==> config.mk <==
export PLATFORM = sky130hd
export DESIGN_NAME = rf_write_arbiter_flat
export DESIGN_NICKNAME = d
export VERILOG_FILES = /design/src/rtl/rf_write_arbiter_pkg.sv /design/src/rtl/rf_write_arbiter_if.sv /design/src/rtl/rf_wb_queue.sv /design/src/rtl/rf_write_arbiter.sv /design/src/flat_wrapper.sv
export SDC_FILE = /design/constraint.sdc
export NUM_CORES = 1
export LEC_CHECK = 0
export ABC_AREA = 1
export CORE_ASPECT_RATIO = 2
export CORE_MARGIN = 2
export CORE_UTILIZATION = 45
export DETAILED_ROUTE_END_ITERATION = 16
export PLACE_DENSITY = 0.74
export REMOVE_ABC_BUFFERS = 1
export SLEW_MARGIN = 10
export SYNTH_ARGS = -nofsm -noshare
export SYNTH_HDL_FRONTEND = slang
export SYNTH_SLANG_ARGS = --single-unit
==> constraint.sdc <==
create_clock -name clk -period 2.6 [get_ports clk]
set_clock_uncertainty 0.05 [all_clocks]
set_input_delay 0.39 -clock clk [delete_from_list [all_inputs] [get_ports clk]]
set_output_delay 0.39 -clock clk [all_outputs]
set_load 0.005 [all_outputs]
==> src/rtl/rf_write_arbiter_pkg.sv <==
// Shared widths, default queue depth and queue entry type for the
// register-file write arbiter and its deferred-result queue.
package rf_write_arbiter_pkg;

    localparam int REG_ADDR_W = 5;
    localparam int DATA_W     = 32;
    localparam int QDEPTH_DEF = 2;

    typedef logic [REG_ADDR_W-1:0] reg_addr_t;
    typedef logic [DATA_W-1:0]     data_t;

    typedef struct packed {
        logic      valid;
        reg_addr_t rd;
        data_t     data;
    } wq_entry_t;

endpackage

==> src/rtl/rf_write_arbiter_if.sv <==
// Bundle between pipeline/md unit/decode (master) and the arbiter (slave).
// Ports: wb write request, md result + mdReady, rs/rt + rawStall, RF write port.
interface rf_write_arbiter_if;
    import rf_write_arbiter_pkg::*;

    logic      wbRegWrite;
    reg_addr_t wbRd;
    data_t     wbData;
    logic      mdValid;
    reg_addr_t mdRd;
    data_t     mdData;
    logic      mdReady;
    reg_addr_t rs;
    reg_addr_t rt;
    logic      rawStall;
    logic      regWrite;
    reg_addr_t rd;
    data_t     writeData;

    modport master (
        output wbRegWrite, wbRd, wbData,
        output mdValid, mdRd, mdData,
        output rs, rt,
        input  mdReady, rawStall,
        input  regWrite, rd, writeData
    );

    modport slave (
        input  wbRegWrite, wbRd, wbData,
        input  mdValid, mdRd, mdData,
        input  rs, rt,
        output mdReady, rawStall,
        output regWrite, rd, writeData
    );

endinterface

==> src/rtl/rf_wb_queue.sv <==
// Compacting FIFO of deferred md results with pop, rd-match squash and
// per-entry rs/rt match vectors. Ports: push/pop/squash in, head/count/hits out.
module rf_wb_queue
    import rf_write_arbiter_pkg::*;
#(
    parameter int QDEPTH = QDEPTH_DEF,
    localparam int CW = $clog2(QDEPTH + 1)
) (
    input  logic              clk,
    input  logic              reset,
    input  logic              push,
    input  reg_addr_t         push_rd,
    input  data_t             push_data,
    input  logic              pop,
    input  logic              squash,
    input  reg_addr_t         squash_rd,
    input  reg_addr_t         rs,
    input  reg_addr_t         rt,
    output logic              head_valid,
    output reg_addr_t         head_rd,
    output data_t             head_data,
    output logic [CW-1:0]     count,
    output logic [QDEPTH-1:0] rs_hit,
    output logic [QDEPTH-1:0] rt_hit
);

    wq_entry_t         q     [QDEPTH];
    wq_entry_t         q_nxt [QDEPTH];
    logic [QDEPTH-1:0] keep;
    logic [CW-1:0]     cnt_nxt;
    int                k;

    always_comb begin
        for (int i = 0; i < QDEPTH; i++) begin
            keep[i] = q[i].valid
                   && !(pop && i == 0)
                   && !(squash && q[i].rd == squash_rd);
        end
    end

    // Survivors slide toward the head in order; a push lands after them.
    always_comb begin
        k = 0;
        for (int j = 0; j < QDEPTH; j++) begin
            q_nxt[j] = '0;
        end
        for (int i = 0; i < QDEPTH; i++) begin
            if (keep[i]) begin
                for (int j = 0; j < QDEPTH; j++) begin
                    if (j == k) q_nxt[j] = q[i];
                end
                k = k + 1;
            end
        end
        if (push && k < QDEPTH) begin
            for (int j = 0; j < QDEPTH; j++) begin
                if (j == k) begin
                    q_nxt[j] = '{valid: 1'b1, rd: push_rd, data: push_data};
                end
            end
            k = k + 1;
        end
        cnt_nxt = CW'(k);
    end

    always_ff @(posedge clk or posedge reset) begin
        if (reset) begin
            for (int i = 0; i < QDEPTH; i++) begin
                q[i] <= '0;
            end
            count <= '0;
        end else begin
            for (int i = 0; i < QDEPTH; i++) begin
                q[i] <= q_nxt[i];
            end
            count <= cnt_nxt;
        end
    end

    always_comb begin
        for (int i = 0; i < QDEPTH; i++) begin
            rs_hit[i] = q[i].valid && q[i].rd == rs;
            rt_hit[i] = q[i].valid && q[i].rd == rt;
        end
    end

    assign head_valid = q[0].valid;
    assign head_rd    = q[0].rd;
    assign head_data  = q[0].data;

endmodule

==> src/rtl/rf_write_arbiter.sv <==
// Merges pipeline writeback and mult/div results onto one RF write port.
// Ports: clk, reset, bus (slave): wb/md requests, mdReady, rawStall, RF port.
module rf_write_arbiter
    import rf_write_arbiter_pkg::*;
#(
    parameter int QDEPTH = QDEPTH_DEF
) (
    input logic               clk,
    input logic               reset,
    rf_write_arbiter_if.slave bus
);

    localparam int CW = $clog2(QDEPTH + 1);

    logic              head_valid;
    reg_addr_t         head_rd;
    data_t             head_data;
    logic [CW-1:0]     count;
    logic [QDEPTH-1:0] rs_hit;
    logic [QDEPTH-1:0] rt_hit;

    logic wb_act;
    logic md_ready;
    logic md_acc;
    logic md_pend;
    logic sel_wb;
    logic sel_q;
    logic sel_md;
    logic push;
    logic rs_stall;
    logic rt_stall;

    assign wb_act   = bus.wbRegWrite && bus.wbRd != '0;
    assign md_ready = !reset && count < CW'(QDEPTH);
    assign md_acc   = bus.mdValid && md_ready;
    assign md_pend  = bus.mdValid && !md_acc;

    assign sel_wb = !reset && wb_act;
    assign sel_q  = !reset && !wb_act && head_valid;
    assign sel_md = !reset && !wb_act && !head_valid
                 && md_acc && bus.mdRd != '0;

    // rd 0 results vanish; an md result to the same rd as an active wb
    // write is the older value and is dropped.
    assign push = md_acc && !sel_md && bus.mdRd != '0
               && !(wb_act && bus.mdRd == bus.wbRd);

    rf_wb_queue #(
        .QDEPTH (QDEPTH)
    ) u_queue (
        .clk        (clk),
        .reset      (reset),
        .push       (push),
        .push_rd    (bus.mdRd),
        .push_data  (bus.mdData),
        .pop        (sel_q),
        .squash     (sel_wb),
        .squash_rd  (bus.wbRd),
        .rs         (bus.rs),
        .rt         (bus.rt),
        .head_valid (head_valid),
        .head_rd    (head_rd),
        .head_data  (head_data),
        .count      (count),
        .rs_hit     (rs_hit),
        .rt_hit     (rt_hit)
    );

    always_comb begin
        bus.regWrite  = 1'b0;
        bus.rd        = '0;
        bus.writeData = '0;
        unique case (1'b1)
            sel_wb: begin
                bus.regWrite  = 1'b1;
                bus.rd        = bus.wbRd;
                bus.writeData = bus.wbData;
            end
            sel_q: begin
                bus.regWrite  = 1'b1;
                bus.rd        = head_rd;
                bus.writeData = head_data;
            end
            sel_md: begin
                bus.regWrite  = 1'b1;
                bus.rd        = bus.mdRd;
                bus.writeData = bus.mdData;
            end
            default: ;
        endcase
    end

    assign rs_stall = bus.rs != '0
                   && (|rs_hit || (md_pend && bus.rs == bus.mdRd));
    assign rt_stall = bus.rt != '0
                   && (|rt_hit || (md_pend && bus.rt == bus.mdRd));

    assign bus.mdReady  = md_ready;
    assign bus.rawStall = !reset && (rs_stall || rt_stall);

endmodule

==> src/flat_wrapper.sv <==
// flat-port wrapper written by rule: the top's interface ports become plain ports
module rf_write_arbiter_flat import rf_write_arbiter_pkg::*;
#(
    parameter int QDEPTH = QDEPTH_DEF
)
  (clk, reset, bus_wbRegWrite, bus_wbRd, bus_wbData, bus_mdValid, bus_mdRd, bus_mdData, bus_rs, bus_rt, bus_mdReady, bus_rawStall, bus_regWrite, bus_rd, bus_writeData);
  rf_write_arbiter_if bus_i ();
  input logic clk;
  input logic reset;
  input wire logic [$bits(bus_i.wbRegWrite)-1:0] bus_wbRegWrite;
  input wire logic [$bits(bus_i.wbRd)-1:0] bus_wbRd;
  input wire logic [$bits(bus_i.wbData)-1:0] bus_wbData;
  input wire logic [$bits(bus_i.mdValid)-1:0] bus_mdValid;
  input wire logic [$bits(bus_i.mdRd)-1:0] bus_mdRd;
  input wire logic [$bits(bus_i.mdData)-1:0] bus_mdData;
  input wire logic [$bits(bus_i.rs)-1:0] bus_rs;
  input wire logic [$bits(bus_i.rt)-1:0] bus_rt;
  output wire logic [$bits(bus_i.mdReady)-1:0] bus_mdReady;
  output wire logic [$bits(bus_i.rawStall)-1:0] bus_rawStall;
  output wire logic [$bits(bus_i.regWrite)-1:0] bus_regWrite;
  output wire logic [$bits(bus_i.rd)-1:0] bus_rd;
  output wire logic [$bits(bus_i.writeData)-1:0] bus_writeData;
  assign bus_i.wbRegWrite = bus_wbRegWrite;
  assign bus_i.wbRd = bus_wbRd;
  assign bus_i.wbData = bus_wbData;
  assign bus_i.mdValid = bus_mdValid;
  assign bus_i.mdRd = bus_mdRd;
  assign bus_i.mdData = bus_mdData;
  assign bus_i.rs = bus_rs;
  assign bus_i.rt = bus_rt;
  assign bus_mdReady = bus_i.mdReady;
  assign bus_rawStall = bus_i.rawStall;
  assign bus_regWrite = bus_i.regWrite;
  assign bus_rd = bus_i.rd;
  assign bus_writeData = bus_i.writeData;
  rf_write_arbiter #(.QDEPTH(QDEPTH)) u_core (.clk(clk), .reset(reset), .bus(bus_i));
endmodule
==> results.toml <==
[status]
status = "completed"

[place]
gp_congestion = 0.974
io_buffers = 127
dp_hpwl_mm = 13.7
dp_slack_ns = -0.412
dpl_cell_area_um2 = 7210

[sta]
rsz0062_at_grt = "yes"
finalHoldViolCount = 0
fmax_ghz = 0.390
slew-limit-headroom = 0.597
slew_viol_final = 0
setup_violations = 0
period_minus_slack_ns = 2.57
tns_ns = 0
setup_ws_ns = 0.0347
fin_crit_sh = 0.987
tightest_slew_ns = 0.599

[logic_synthesis]
synth_warnings = 0
synth_cell_type_count = 31
synth_ff_type = "dfrtp_1"
yosys-top-cells-area = "dfrtp_1 36%, nand2_1 15%, nor2_1 12%"
avgSynthCellArea_um2 = 6.51
synth_top_cell_by_area = "dfrtp_1"
ys_ff_latch = 77
synth_edf_count = 0
seq_area_frac_synth = 0.355
synth_common_cells = "223 x nand2_1, 174 x nor2_1, 120 x nand3_1"
async_flop_share = 1.00
synth_cells = 833
synth_top_area_frac = 0.355
synth.most_common_cell = "nand2_1"
syn-cell-area_um2 = 5420

[detailed_routing]
vias = 6627
totalWireLength_mm = 21.0
routedWlPerCell_um = 18.3
viasPerCell = 5.77
ant_nets = 0
drc = 0
dr.first_iter.drc_count = 775
dr.pass1.iters = 5

[worst_setup_path]
max_stage_delay_ns = 0.48
required_ns = 2.78
crit_chain = "clkdlybuf4s50_1 -> nor2_1 -> nand3_1 -> nand2_2 -> buf_4 -> nor2_4 -> nand2_2 -> nand2_2 -> inv_1 -> ha_2 -> nor3_2 -> nand4_1 -> buf_4 -> buf_12 -> nor2_1 -> nor2_1"
r2r_cells = 15
crit_arrival_ns = 2.74
regToRegSetupSlack_ns = 0.10
reg2reg_to = "u_core.u_queue.head_data[8]"
slowest_stage = "clkdlybuf4s50_1"
startpoint_type = "primary input"
end_kind = "register"
critPathKind = "in -> reg"
cp_max_fo = 28
r2r-start = "u_core.u_queue.q[34]"

[pwr]
powerDensity_nw_per_um2 = 703
power_switching_w = 0.00229
switching_share = 0.421
total_power_w = 0.00545
clockPowerShare = 0.217
leakagePower_nw = 4.00
combPwrFrac = 0.459
seqPwrFrac = 0.325
peakVddDrop_mv = 0.554
intPower_w = 0.00316

[floorplanning]
die_h_um = 159
rows = 56
coreArea_um2 = 11800
die_w_um = 81.6
start_util = 0.460
dieArea_um2 = 13000
pin_count = 128

[cts]
clock_latency_ns = 0.34
cts_made_buffers = 9
cts_tree = "built"
clock_path_buffers = 2
hold_buffers = 0
cts_htree_levels = 3
root_buffer = "clkbuf_16"
cts.sinks = 77
path_clk_slew_ns = 0.06

[layout]
final_layout_size_suffix_gt1_frac = 0.149
nets = 1089
stdcell_area_um2 = 7750
syn_to_final_growth_pct = 43.0
postLayoutCoreUtil = 0.659

[grt]
grt_overflow = 0
grt_pass1_vias = 6197
grt_pass1_wl_mm = 31.7
grt_max_degree = 58
antenna_found_initial = 1
grtUsageTotal = 0.317

[flow_run]
drv_cap = 0

[hold_path]
hp-class = "in -> async"
==> logic make-up (layout without fill, tap and decap cells) <==
logic type / after synthesis / in the layout / share of synthesized area
AND/OR/NAND/NOR: 606 / 606 / 0.492
buffers and inverters: 97 / 267 / 0.0843
flip-flops: 77 / 77 / 0.355
AO/OA/AOI/OAI: 37 / 37 / 0.0402
XOR/XNOR: 13 / 13 / 0.0210
adder cells (fa/ha/maj): 3 / 3 / 0.00693
other: 0 / 1 / 0
==> through the flow <==
step,std cells,hold slack [ns]
after floorplan,768,0.422
after global placement,1115,0.435
after detailed placement,1115,0.438
after CTS,1135,0.225
after global routing,1149,0.267
final,1149,0.229
==> critical path, delay by kind of cell <==
| family | cells | cell delay (ns) |
|---|---|---|
| buf+inv | 5 | 1.08 |
| fa+ha+maj | 1 | 0.17 |
| simple gates | 10 | 1.06 |
==> per-layer routing <==
layer | wire length, um | track usage | up-vias | part of all wire
li1 | - | - | 3094 | -
met5 | 0 | 0 | - | 0
met3 | 1580 | 0.0777 | 101 | 0.075
met1 | 7060 | 0.344 | 3065 | 0.34
met2 | 10800 | 0.515 | 367 | 0.51
met4 | 1590 | 0.239 | 0 | 0.075
==> area by class of cell <==
| cell class | count | area (um^2) |
|---|---|---|
| inverter | 32 | 121 |
| tap | 145 | 181 |
| multi-input combinational | 659 | 3110 |
| clock buffer | 9 | 225 |
| clock inverter | 7 | 51.3 |
| fill | 1024 | 4020 |
| sequential | 77 | 1930 |
| timing repair buffer | 219 | 2130 |
| antenna | 1 | 2.50 |
==> layout by cell type, fill, tap and decap left out, types with 4 or more instances in the layout <==
cell	netlist	routed
nand3_2	2	4
nand2_2	2	5
inv_1	30	25
dfrtp_1	77	77
clkbuf_2	1	10
inv_2	2	6
nor2_1	174	171
a21oi_1	10	6
clkdlybuf4s15_1	0	9
buf_4	10	71
nand4_1	76	76
nand3_1	120	118
nand2_1	223	219
xor2_1	10	10
dlymetal6s2s_1	0	5
o21ai_0	11	11
buf_6	2	4
clkbuf_16	0	12
buf_12	0	13
clkdlybuf4s50_1	0	77
nor2_4	2	4
dlygate4sd2_1	0	26
o22ai_1	9	9
==> flip-flops by register name (all words and copies together) (netlist names) <==
register and count:
u_core.u_queue.head_rd 5, u_core.u_queue.head_data 32, u_core.u_queue.q 38, u_core.u_queue.count 1, u_core.u_queue.head_valid 1
==> what timing repair did <==
action / 4_1_cts / 5_1_grt
gates cloned: 1 / 4
gates resized for setup: 69 / 52
pin swaps: 5 / 10
endpoints found under the setup margin: 72 / 99
setup buffers: 3 / 9
==> worst max-delay path by stage <==
stage / startpoint / to / cells past startpoint
floorplan: reset / u_core.u_queue.head_data[0] / 10
detailed placement: bus_wbRd[1] / bus_writeData[3] / 10
CTS: bus_mdRd[0] / bus_writeData[11] / 12
global placement: bus_wbRd[1] / bus_writeData[3] / 10
finish: bus_wbRd[3] / u_core.u_queue.head_data[8] / 16
global route: bus_wbRd[3] / u_core.u_queue.head_data[21] / 17
==> power by group through the flow <==
stage                     sequential (W)  clock, W  combinational [W]
after floorplan                  0.00179         0            0.00112
final                            0.00177   0.00118            0.00250
after detailed placement         0.00177         0            0.00232
after CTS                        0.00175   0.00119            0.00231
after global placement           0.00176         0            0.00229
after global routing             0.00179   0.00125            0.00271
Power figures use the tool's default switching activity.
==> variant: new RTL, same flow settings <==
Reset style: synchronous (`reset`), changed in one clocked block.
--- a/src/rtl/rf_wb_queue.sv
+++ b/src/rtl/rf_wb_queue.sv
@@ -63,7 +63,7 @@
         cnt_nxt = CW'(k);
     end
 
-    always_ff @(posedge clk or posedge reset) begin
+    always_ff @(posedge clk) begin
         if (reset) begin
             for (int i = 0; i < QDEPTH; i++) begin
                 q[i] <= '0;
Check against the original RTL: no difference found for any inputs over 4 cycles, from zero or initial values and one cycle with reset high; that may be too few to reach the edited logic, so the function may still have changed.
==> variant against the unedited design <==
Cell area grew 3.0%; setup slack lost 0.010 ns; wire length grew 0.55%; synthesized area grew 3.2%; via count grew 5.8%; sequential cell count is the same; largest cell class unchanged.
Power is not compared: it rests on default switching activity, and its combinational part moved more than twofold at a synthesized area within 25%.
==> variant: results (changes against the unedited design) <==
status: "complete, no violations"  # unchanged
critPathMaxFanout: 4  # was 28
seq_area_sq_mm: 0.00155  # was 0.00193 sq mm
min_path_type: "primary input to flop"  # was primary input to asynchronous set/reset pin
num-multi-input-gates: 748  # was 659
crit_end: "bus_rawStall"  # was u_core.u_queue.head_data[8]
gp_congestion: 1.01  # was 0.974
grt_max_degree: 75  # was 58
nets: 1225  # was 1089
placed_cell_area_sq_mm: 0.00734  # was 0.00721 sq mm
grt_util_met2_pct: 57.3  # was 51.5%
min_to: "u_core.u_queue.q[0][37]"
avgSynthCellArea_sq_um: 5.80  # was 6.51 sq um
synth-xor-area-share_pct: 1.72  # was 2.10%
whs_ns: 0.441  # was 0.229 ns
drt_iter0_markers: 569  # was 775
inverters: 72  # was 32
synth_ff_type: "dfxtp_1"  # was dfrtp_1
met1_usage_pct: 31.1  # was 34.4%
n_all_buffers: 226  # was 219
wl_per_cell_microns: 16.5  # was 18.3 microns
r2r_cells: 18  # was 15
use_met3_pct: 3.05  # was 7.77%
cp.arrival_ns: 2.14  # was 2.74 ns
hpwl_microns: 14100  # was 13700 microns
antenna_found_initial: 0  # was 1
slew_headroom_pct: 47.0  # was 59.7%
layout-drive-gt1-share_pct: 13.5  # was 14.9%
nonClkBufAreaFrac_pct: 28.3  # was 27.5%
synth_cell_types: 30  # was 31
synth-async-reset-ratio_pct: 0  # was 100%
sh_seq_area_pct: 19.4  # was 24.9%
yosys.area_share.adder_pct: 0.671  # was 0.693%
grt_pass1_wl_microns: 32900  # was 31700 microns
globalRouteTotalUtil_pct: 30.4  # was 31.7%
vias: 7011  # was 6627
multi_input_area_share_pct: 43.0  # was 40.2%
netlist_top_cells_area: "dfxtp_1, nand2_1, nor2_1"  # was dfrtp_1, nand2_1, nor2_1
grt_pass1_vias: 6644  # was 6197
core-area_sq_mm: 0.0121  # was 0.0118 sq mm
netlist_top_cells_count: "nand2_1, nor2_1, nand3_1"  # unchanged
num-fill-cells: 1152  # was 1024
clkCellAreaFrac_pct: 3.60  # was 3.57%
synth_compound_area_share_pct: 8.03  # was 4.02%
r2r-start: "u_core.u_queue.q[0][32]"  # was u_core.u_queue.q[34]
finalWirelength_microns: 21200  # was 21000 microns
seq_area_frac_synth_pct: 27.6  # was 35.5%
r2r-end: "u_core.u_queue.q[0][68]"  # was u_core.u_queue.head_data[8]
==> variant: cells by family (layout without fill, tap and decap cells) <==
logic type | Yosys count | count (layout)
adder cells (fa/ha/maj) | 3 | 3
AND/OR/NAND/NOR | 667 | 667
AO/OA/AOI/OAI | 67 | 67
buffers and inverters | 139 | 314
flip-flops | 77 | 77
XOR/XNOR | 11 | 11
==> variant: worst max-delay path: stages <==
cell and delay, ns:
clkdlybuf4s50_1 0.49, inv_2 0.13, nor2_1 0.06, nor3_2 0.28
nand3_1 0.12, nand3_1 0.14, nand2_1 0.11, a21oi_1 0.14
dlygate4sd2_1 0.27
==> variant: repair_timing <==
action | 4_1_cts | 5_1_grt
gates cloned | 1 | 8
hold buffers | 0 | 0
resized for setup | 72 | 23
endpoints found under the setup margin | 113 | 114
pin swaps | 6 | 8
setup buffers | 10 | 2
==> variant: metal layers <==
metal,wire (microns),vias to the layer above
li1,-,3419
met1,7400,3163
met2,11300,329
met3,1080,100
met4,1420,0
met5,0,-
